**config.mk**
```make
export PLATFORM = sky130hd
export DESIGN_NAME = serv_csr_seq
export DESIGN_NICKNAME = d
export VERILOG_FILES = /design/src/rtl/serv_csr_seq.sv
export SDC_FILE = /design/constraint.sdc
export NUM_CORES = 1
export LEC_CHECK = 0
export ABC_AREA = 1
export BUFFER_PORTS_ARGS = -buffer_cell sky130_fd_sc_hd__buf_2
export CORE_MARGIN = 2
export CORE_UTILIZATION = 30
export CTS_BUF_LIST = sky130_fd_sc_hd__clkbuf_4 sky130_fd_sc_hd__clkbuf_8
export CTS_CLUSTER_DIAMETER = 50
export CTS_CLUSTER_SIZE = 16
export DETAILED_ROUTE_END_ITERATION = 10
export SLEW_MARGIN = 10
export SYNTH_ARGS = -nofsm -noshare
export SYNTH_HDL_FRONTEND = slang
export SYNTH_SLANG_ARGS = --single-unit
```
**constraint.sdc**
```tcl
create_clock -name i_clk -period 1.35 [get_ports i_clk]
set_input_delay 0.135 -clock i_clk [delete_from_list [all_inputs] [get_ports i_clk]]
set_output_delay 0.135 -clock i_clk [all_outputs]
set_load 0.01 [all_outputs]
```
**src/rtl/serv_csr_seq.sv**
```systemverilog
// Control sequencer for bit-serial CSR access, trap/irq entry and mret.
// Optional timer-interrupt arbitration is enabled by defining SERV_CSR_SEQ_IRQ_EN.
module serv_csr_seq #(
    parameter int W = 1
) (
    input  logic       i_clk,
    input  logic       i_rst,
    input  logic       i_csr_req,
    input  logic [1:0] i_csr_sel,
    input  logic [1:0] i_csr_op,
    input  logic       i_trap_req,
    input  logic       i_mret_req,
    input  logic       i_irq,
    output logic       o_ack,
    output logic       o_done,
    output logic       o_busy,
    output logic       o_init,
    output logic       o_en,
    output logic       o_cnt0to3,
    output logic       o_cnt3,
    output logic       o_cnt7,
    output logic       o_cnt_done,
    output logic       o_trap,
    output logic       o_mret,
    output logic       o_mstatus_en,
    output logic       o_mie_en,
    output logic       o_mcause_en,
    output logic [1:0] o_csr_source
);

    // W is 1 or 4, so N is 32 or 8 and every step index fits in 5 bits.
    localparam int          N     = 32 / W;
    localparam logic [4:0]  LAST  = 5'(N - 1);
    localparam logic [4:0]  C03   = 5'(4 / W);
    localparam logic [4:0]  C3    = 5'(3 / W);
    localparam logic [4:0]  C7    = 5'(7 / W);

    typedef enum logic [1:0] {
        S_IDLE = 2'd0,
        S_INIT = 2'd1,
        S_RUN  = 2'd2,
        S_DONE = 2'd3
    } state_t;

    typedef enum logic [1:0] {
        T_CSR  = 2'd0,
        T_TRAP = 2'd1,
        T_MRET = 2'd2
    } type_t;

    state_t     r_state;
    state_t     w_next;
    type_t      r_type;
    type_t      w_grant_type;
    logic [4:0] r_cnt;
    logic [1:0] r_sel;
    logic [1:0] r_op;
    logic       r_armed;
    logic       w_irq_win;
    logic       w_any_req;
    logic       w_grant;
    logic       w_last;
    logic       w_active;
    logic       w_csr_act;

`ifdef SERV_CSR_SEQ_IRQ_EN
    logic r_irq_blk;

    assign w_irq_win = i_irq & ~r_irq_blk;

    // One grant per irq assertion: blocked until the line is seen low while idle.
    always_ff @(posedge i_clk or posedge i_rst) begin
        if (i_rst) begin
            r_irq_blk <= 1'b0;
        end else if (w_grant && w_irq_win) begin
            r_irq_blk <= 1'b1;
        end else if (r_state == S_IDLE && !i_irq) begin
            r_irq_blk <= 1'b0;
        end
    end
`else
    logic w_unused_irq;

    assign w_irq_win    = 1'b0;
    assign w_unused_irq = i_irq;
`endif

    assign w_any_req = w_irq_win | i_trap_req | i_mret_req | i_csr_req;
    // r_armed keeps a request held through reset from being granted before the first clock edge.
    assign w_grant   = r_armed && (r_state == S_IDLE) && w_any_req;
    assign w_last    = (r_cnt == LAST);
    assign w_active  = (r_state == S_INIT) || (r_state == S_RUN);

    always_comb begin
        w_grant_type = T_CSR;
        if (w_irq_win || i_trap_req) begin
            w_grant_type = T_TRAP;
        end else if (i_mret_req) begin
            w_grant_type = T_MRET;
        end
    end

    always_comb begin
        w_next = r_state;
        case (r_state)
            S_IDLE: if (w_grant) w_next = (w_grant_type == T_CSR) ? S_INIT : S_RUN;
            S_INIT: if (w_last) w_next = S_RUN;
            S_RUN:  if (w_last) w_next = S_DONE;
            S_DONE: w_next = S_IDLE;
            default: w_next = S_IDLE;
        endcase
    end

    always_ff @(posedge i_clk or posedge i_rst) begin
        if (i_rst) begin
            r_state <= S_IDLE;
            r_cnt   <= 5'd0;
            r_type  <= T_CSR;
            r_sel   <= 2'b00;
            r_op    <= 2'b00;
            r_armed <= 1'b0;
        end else begin
            r_state <= w_next;
            r_armed <= 1'b1;
            if (w_active) begin
                r_cnt <= w_last ? 5'd0 : r_cnt + 5'd1;
            end else begin
                r_cnt <= 5'd0;
            end
            if (w_grant) begin
                r_type <= w_grant_type;
                r_sel  <= i_csr_sel;
                r_op   <= i_csr_op;
            end
        end
    end

    assign w_csr_act    = w_active && (r_type == T_CSR);

    assign o_ack        = w_grant;
    assign o_done       = (r_state == S_DONE);
    assign o_busy       = (r_state != S_IDLE);
    assign o_init       = (r_state == S_INIT);
    assign o_en         = (r_state == S_RUN);
    assign o_cnt0to3    = w_active && (r_cnt < C03);
    assign o_cnt3       = w_active && (r_cnt == C3);
    assign o_cnt7       = w_active && (r_cnt == C7);
    assign o_cnt_done   = w_active && w_last;
    assign o_trap       = (r_state == S_RUN) && (r_type == T_TRAP);
    assign o_mret       = (r_state == S_RUN) && (r_type == T_MRET) && w_last;
    assign o_mstatus_en = w_csr_act && (r_sel == 2'b01);
    assign o_mie_en     = w_csr_act && (r_sel == 2'b10);
    assign o_mcause_en  = w_csr_act && (r_sel == 2'b11);
    assign o_csr_source = ((r_state == S_RUN) && (r_type == T_CSR)) ? r_op : 2'b00;

endmodule
```
==> metrics, run 1 <==
Placed Cells incl. Taps 157; nature of the critical path endpoint output port; final worst slack -0.303 ns; Static Leak 0.680 nW; crit-path max FO 2; GRT Total Usage 0.146; Worst slew margin 0.634; most frequent cells in the layout 20 x buf_2, 14 x inv_1, 14 x buf_4, 14 x dfrtp_1, 13 x nand2_1; WL per Instance about 12 um; area leader, netlist dfrtp_1; Num CTS Buffers 3; drt pass-1 iters 2; max layer used met4; Syn Inst Count 95; largest net degree at the start of global routing 15; n_diodes 0; IO Pins 26; row count 18; Synth Area per Inst 8.17 um2; Final Max Slew Viols 0; CP Data Arrival Time 1.52 ns; initial antenna violation count 0; critical path launch point type flip-flop; M1 wire length 802 um; die span in x roughly 55 um; Setup Crit Path Kind flip-flop to output port; wire length on met2 1.11 mm; Synth top area share 0.452; Max Cap Violations 0; CTS Buffer Depth 2; Syn Nets 111; final hold vios 0; Setup TNS -3.07 ns; met3 WL ~100 um; vias in the first global route 725; HP Class input port to flip-flop; core area 2450 um2; Placed Instance Area 1000 um2; Overflow after GRT 0; unrepaired setup endpoints after global routing yes; htree depth 1; Synth-to-Final Area Change 71.9%; status finished with violations; Die Footprint approximately 3000 um2; filler-free cell count of the finished design roughly 170; CTS tree done; unique cell type count in the Yosys netlist 20; Tmin final 1.65 ns; Seq cells post-synth 14; maximum vdd drop 1.20 mV; first-pass GRT wire length 3.01 mm; Achievable Freq 0.605 GHz; commonest non-fill, non-tap cell in the layout buf_2; DR vias 785; layout cell share with drive strength beyond 1 0.559; nets@finish 160; DRC Markers 0; Design Area, Final approximately 1300 um2; CP required approximately 1.2 ns; Area contributors post-synth dfrtp_1 45%, ha_1 9.7%, inv_1 8.7%, nand2_1 7.7%, nand3_1 3.9%; mapped cell area 776 um2; Pwr Density about 2100 nW/um2; Chip Height 54.9 um; drt total wl 2.04 mm; RePlAce Congestion 0.753; Setup-failing EPs final 18; Hold Slack about 0.064 ns; port bufs 24; Worst-Skew Late Latency 0.29 ns; Synth warnings 0; sequential area share after synthesis 0.452; Clock transition at path regs 0.09 ns; CTS root buffer clkbuf_4; CTS Sinks 14; Pwr Total about 2.8 mW; Final Cycle Share 1.22; DRT iter0 DRCs 4; Worst-Margin Slew 0.548 ns; antenna-violating nets left 0; DP HPWL 1.31 mm; Initial Util 0.316; vias per std cell 4.54; Final Skew about 0.0024 ns; failing checks negative setup slack
## worst max-delay path: stages, from the launching register on
cell,delay (ns)
dfrtp_1,0.36
ha_2,0.19
nand2_2,0.06
nor2_2,0.08
ha_2,0.19
inv_2,0.05
nor4_4,0.12
buf_2,0.17
## power by group
part | internal [mW] | switching [mW] | leakage, nW
registers | 0.565 | 0.0918 | 0.179
clock network | 0.164 | 0.150 | 0.0210
logic | 0.877 | 0.972 | 0.479
total | 1.61 | 1.21 | 0.680
## cell usage after synthesis (all sizes together)
cell type  instances
nand2             20
nor4               1
ha                 6
nand3b             1
nor2               9
nor3               4
conb               1
nand3              6
dfrtp             14
inv               19
o21ai              9
o21a               1
nor3b              2
clkinv             1
a21oi              1
## routing by layer
metal,GRT usage,up-vias
met5,0,-
met3,0.0328,5
met1,0.171,371
li1,-,389
met2,0.248,20
met4,0.0750,0
## path summary, 6_finish.rpt
| check | end | from | slack [ns] | cells after the start |
|---|---|---|---|---|
| worst max-delay path | o_mret | r_cnt[0] | -0.30 | 7 |
| worst max register to register | r_state[0] | r_cnt[0] | -0.22 | 11 |
| min in group asynchronous | r_cnt[1] | i_rst | 0.43 | 3 |
| max in group asynchronous | r_sel[1] | i_rst | 0.56 | 3 |
| worst min-delay path | r_sel[0] | i_csr_sel[0] | 0.06 | 3 |
| worst min register to register | r_op[0] | r_op[0] | 0.53 | 2 |
## repair_timing
item                                   CTS  global route
setup buffers                            7             5
hold buffers                             1             0
gates resized for setup                 26            21
setup endpoints to repair               18            22
pin swaps                                5             6
cloned                                   0             0
endpoints found under the hold margin   14             0
## flip-flops by register name, summed over array words and instances (netlist names)
signal and flops:
r_armed 1, r_sel 2, r_cnt 5, r_op 2
r_type 2, r_state 2
## stage by stage
stage	setup WS, ns	utilization
floorplan	-0.0176	-
global placement	-0.111	0.409
detailed placement	-0.132	0.409
CTS	-0.335	0.497
global route	-0.422	0.543
finish	-0.303	0.543
## layout make-up
| class | count | area, um2 |
|---|---|---|
| inverters | 20 | 85.1 |
| well taps | 30 | 37.5 |
| multi-input cells | 61 | 508 |
| flip-flops and latches | 14 | 350 |
| repair buffers | 44 | 317 |
| clock buffers | 4 | 36.3 |
| fillers | 209 | 1120 |
## logic make-up (layout without fill, tap and decap cells)
family | count (synthesis) | after routing | share of synthesized area
adder cells (fa/ha/maj) | 6 | 6 | 0.0968
AND/OR/NAND/NOR | 43 | 43 | 0.271
buffers and inverters | 20 | 68 | 0.102
other | 1 | 1 | 0.00483
AO/OA/AOI/OAI | 11 | 11 | 0.0742
flip-flops | 14 | 14 | 0.452
Note: power is estimated with default switching activity, not from simulation.
==> run 2, diff against run 1 <==
CORE_MARGIN = 8   (was 2)
==> run 2 against run 1 <==
  * The run still ends with negative setup slack left
  * Sequential power rose by 0.8%
  * Clock-buffer cell count did not move
  * Global-route usage fell by 4.7 points
  * Largest power group unchanged
  * Register-to-register slack barely moved
  * Wire length rose by 3.4%
  * Design area fell by 1.0%
  * Non-clock buffer count fell by 1
  * Clock power rose by 2%
  * Cell count fell by 0.58%
  * Sequential cell count did not move
==> metrics, run 2 (synthesis results as in run 1) <==
Final Cycle Share 1.27 (was 1.22); Slowest-stage cell, CP dfrtp_1 (unchanged); crit-path max FO 2 (unchanged); Die Footprint 4470 um2 (was 3010 um2); critical path launch point type flip-flop (unchanged); antenna-violating nets left 0 (unchanged); maximum vdd drop 1.21 mV (was 1.20 mV); HP Class input port to flip-flop (unchanged); initial antenna violation count 0 (unchanged); core area 2450 um2 (unchanged); CTS Sinks 14 (unchanged); Pwr Density 2080 nW/um2 (was 2120 nW/um2); flop2flop setup slack -0.22 ns (about the same); drt total wl 2.11 mm (was 2.04 mm); failing checks negative setup slack (unchanged); most frequent cells in the layout 20 x buf_2, 14 x inv_1, 14 x buf_4, 14 x dfrtp_1, 13 x nand2_1 (unchanged); met2 Usage GRT 0.161 (was 0.248); DR vias 779 (was 785); WL per Instance 12.3 um (was 11.8 um); CP required 1.22 ns (about the same); n_diodes 0 (unchanged); CTS root buffer clkbuf_4 (unchanged); Setup TNS -3.22 ns (was -3.07 ns); Final Skew 0.00136 ns (was 0.00244 ns); DRT iter0 DRCs 17 (was 4); die span in x 66.9 um (was 54.9 um); vias in the first global route 808 (was 725); Static Leak 0.669 nW (was 0.680 nW); global-route met1 utilization 0.115 (was 0.171); Setup Crit Path Kind flip-flop to output port (unchanged); vias per std cell 4.53 (was 4.54); htree depth 1 (unchanged); unrepaired setup endpoints after global routing yes (unchanged); nature of the critical path endpoint output port (unchanged); CTS tree done (unchanged); final hold vios 0 (unchanged); GRT Total Usage 0.0997 (was 0.146); Top reg by flops r_cnt (unchanged); Achievable Freq 0.582 GHz (was 0.605 GHz); M3 GR Usage 0.0285 (was 0.0328); final worst slack -0.369 ns (was -0.303 ns); Worst-Skew Late Latency 0.29 ns (about the same); Placed Cells incl. Taps 157 (unchanged); row count 18 (unchanged); CP Data Arrival Time 1.58 ns (was 1.52 ns); RePlAce Congestion 0.807 (was 0.753); Max Cap Violations 0 (unchanged); crit-path cells ha_2 -> nand2_2 -> nor2_2 -> ha_2 -> inv_2 -> nor4_2 -> buf_2 (was ha_2 -> nand2_2 -> nor2_2 -> ha_2 -> inv_2 -> nor4_4 -> buf_2); layout cell share with drive strength beyond 1 0.563 (was 0.559); Clock transition at path regs 0.09 ns (about the same); drt pass-1 iters 4 (was 2); status finished with violations (unchanged); DP HPWL 1.42 mm (was 1.31 mm); Tmin final 1.72 ns (was 1.65 ns); Largest register FFs 5 (unchanged); CP top delay family adder cells (unchanged); commonest non-fill, non-tap cell in the layout buf_2 (unchanged); Chip Height 66.9 um (was 54.9 um); largest net degree at the start of global routing 15 (unchanged); CTS Buffer Depth 2 (unchanged); Hold Slack 0.0505 ns (was 0.0637 ns); Final Max Slew Viols 0 (unchanged); max incr delay on CP 0.37 ns (was 0.36 ns); Worst Path Buf+Inv 2 (unchanged); Num CTS Buffers 3 (unchanged); Setup-failing EPs final 19 (was 18); Initial Util 0.316 (unchanged); DRC Markers 0 (unchanged); port bufs 24 (unchanged); Worst-Margin Slew 0.566 ns (was 0.548 ns); Worst slew margin 0.622 (was 0.634); Synth-to-Final Area Change 70.2% (was 71.9%); nets@finish 159 (was 160); Top Usage Layer GRT met2 (unchanged); Worst path most repeated cell ha_2 (unchanged); filler-free cell count of the finished design 172 (was 173); Overflow after GRT 0 (unchanged); first-pass GRT wire length 3.45 mm (was 3.01 mm); IO Pins 26 (unchanged)
-- run 2: metrics by stage --
stage	worst slack (ns)	instance area, um2	total power [mW]	util
CTS	-0.374	1230	2.53	0.499
detailed placement	-0.157	1000	1.77	0.409
global route	-0.465	1320	2.95	0.538
floorplan	-0.0176	787	1.35	-
finish	-0.369	1320	2.75	0.538
global placement	-0.113	1000	1.74	0.409
-- run 2: area by class of cell --
| cell class | instances | area (um2) |
|---|---|---|
| clock buffer | 4 | 36.3 |
| fill | 231 | 1130 |
| inverter | 20 | 81.3 |
| multi-input combinational | 61 | 509 |
| sequential | 14 | 350 |
| tap | 30 | 37.5 |
| timing repair buffer | 43 | 305 |
-- run 2: worst register-to-register path, delay by kind of cell, from the launching register on --
| family | cells | cell delay [ns] |
|---|---|---|
| adder cells (fa/ha/maj) | 2 | 0.38 |
| flip-flops | 1 | 0.37 |
| AND/OR/NAND/NOR | 5 | 0.35 |
| buffers and inverters | 3 | 0.30 |
| AO/OA/AOI/OAI | 1 | 0.07 |
-- run 2: power by group --
group / internal, mW / switching [mW]
combinational: 0.820 / 0.947
clock: 0.164 / 0.156
sequential: 0.565 / 0.0964
-- run 2: final timing paths --
| check | startpoint | end | cells after the start |
|---|---|---|---|
| setup / recovery | r_cnt[0] | o_mret | 7 |
| hold / removal | i_csr_sel[0] | r_sel[0] | 3 |
| setup reg to reg | r_cnt[0] | r_state[0] | 11 |
| hold reg to reg | r_op[1] | r_op[1] | 2 |
| max in group asynchronous | i_rst | r_sel[0] | 3 |
| min in group asynchronous | i_rst | r_cnt[2] | 3 |
-- run 2: per-layer routing --
layer,vias to the layer above,wire (um),share of wire
met5,-,0,0
met3,5,100,0.047
met2,20,1040,0.49
met1,362,934,0.44
met4,0,42,0.020
li1,392,-,-
-- run 2: what timing repair did --
| action | in CTS | in global routing |
|---|---|---|
| setup endpoints to repair | 19 | 21 |
| pin swaps | 12 | 6 |
| gates resized for setup | 32 | 12 |
| buffers inserted | 6 | 5 |
| cloned | 0 | 0 |
| endpoints found under the hold margin | 14 | 0 |
| hold buffers | 1 | 0 |
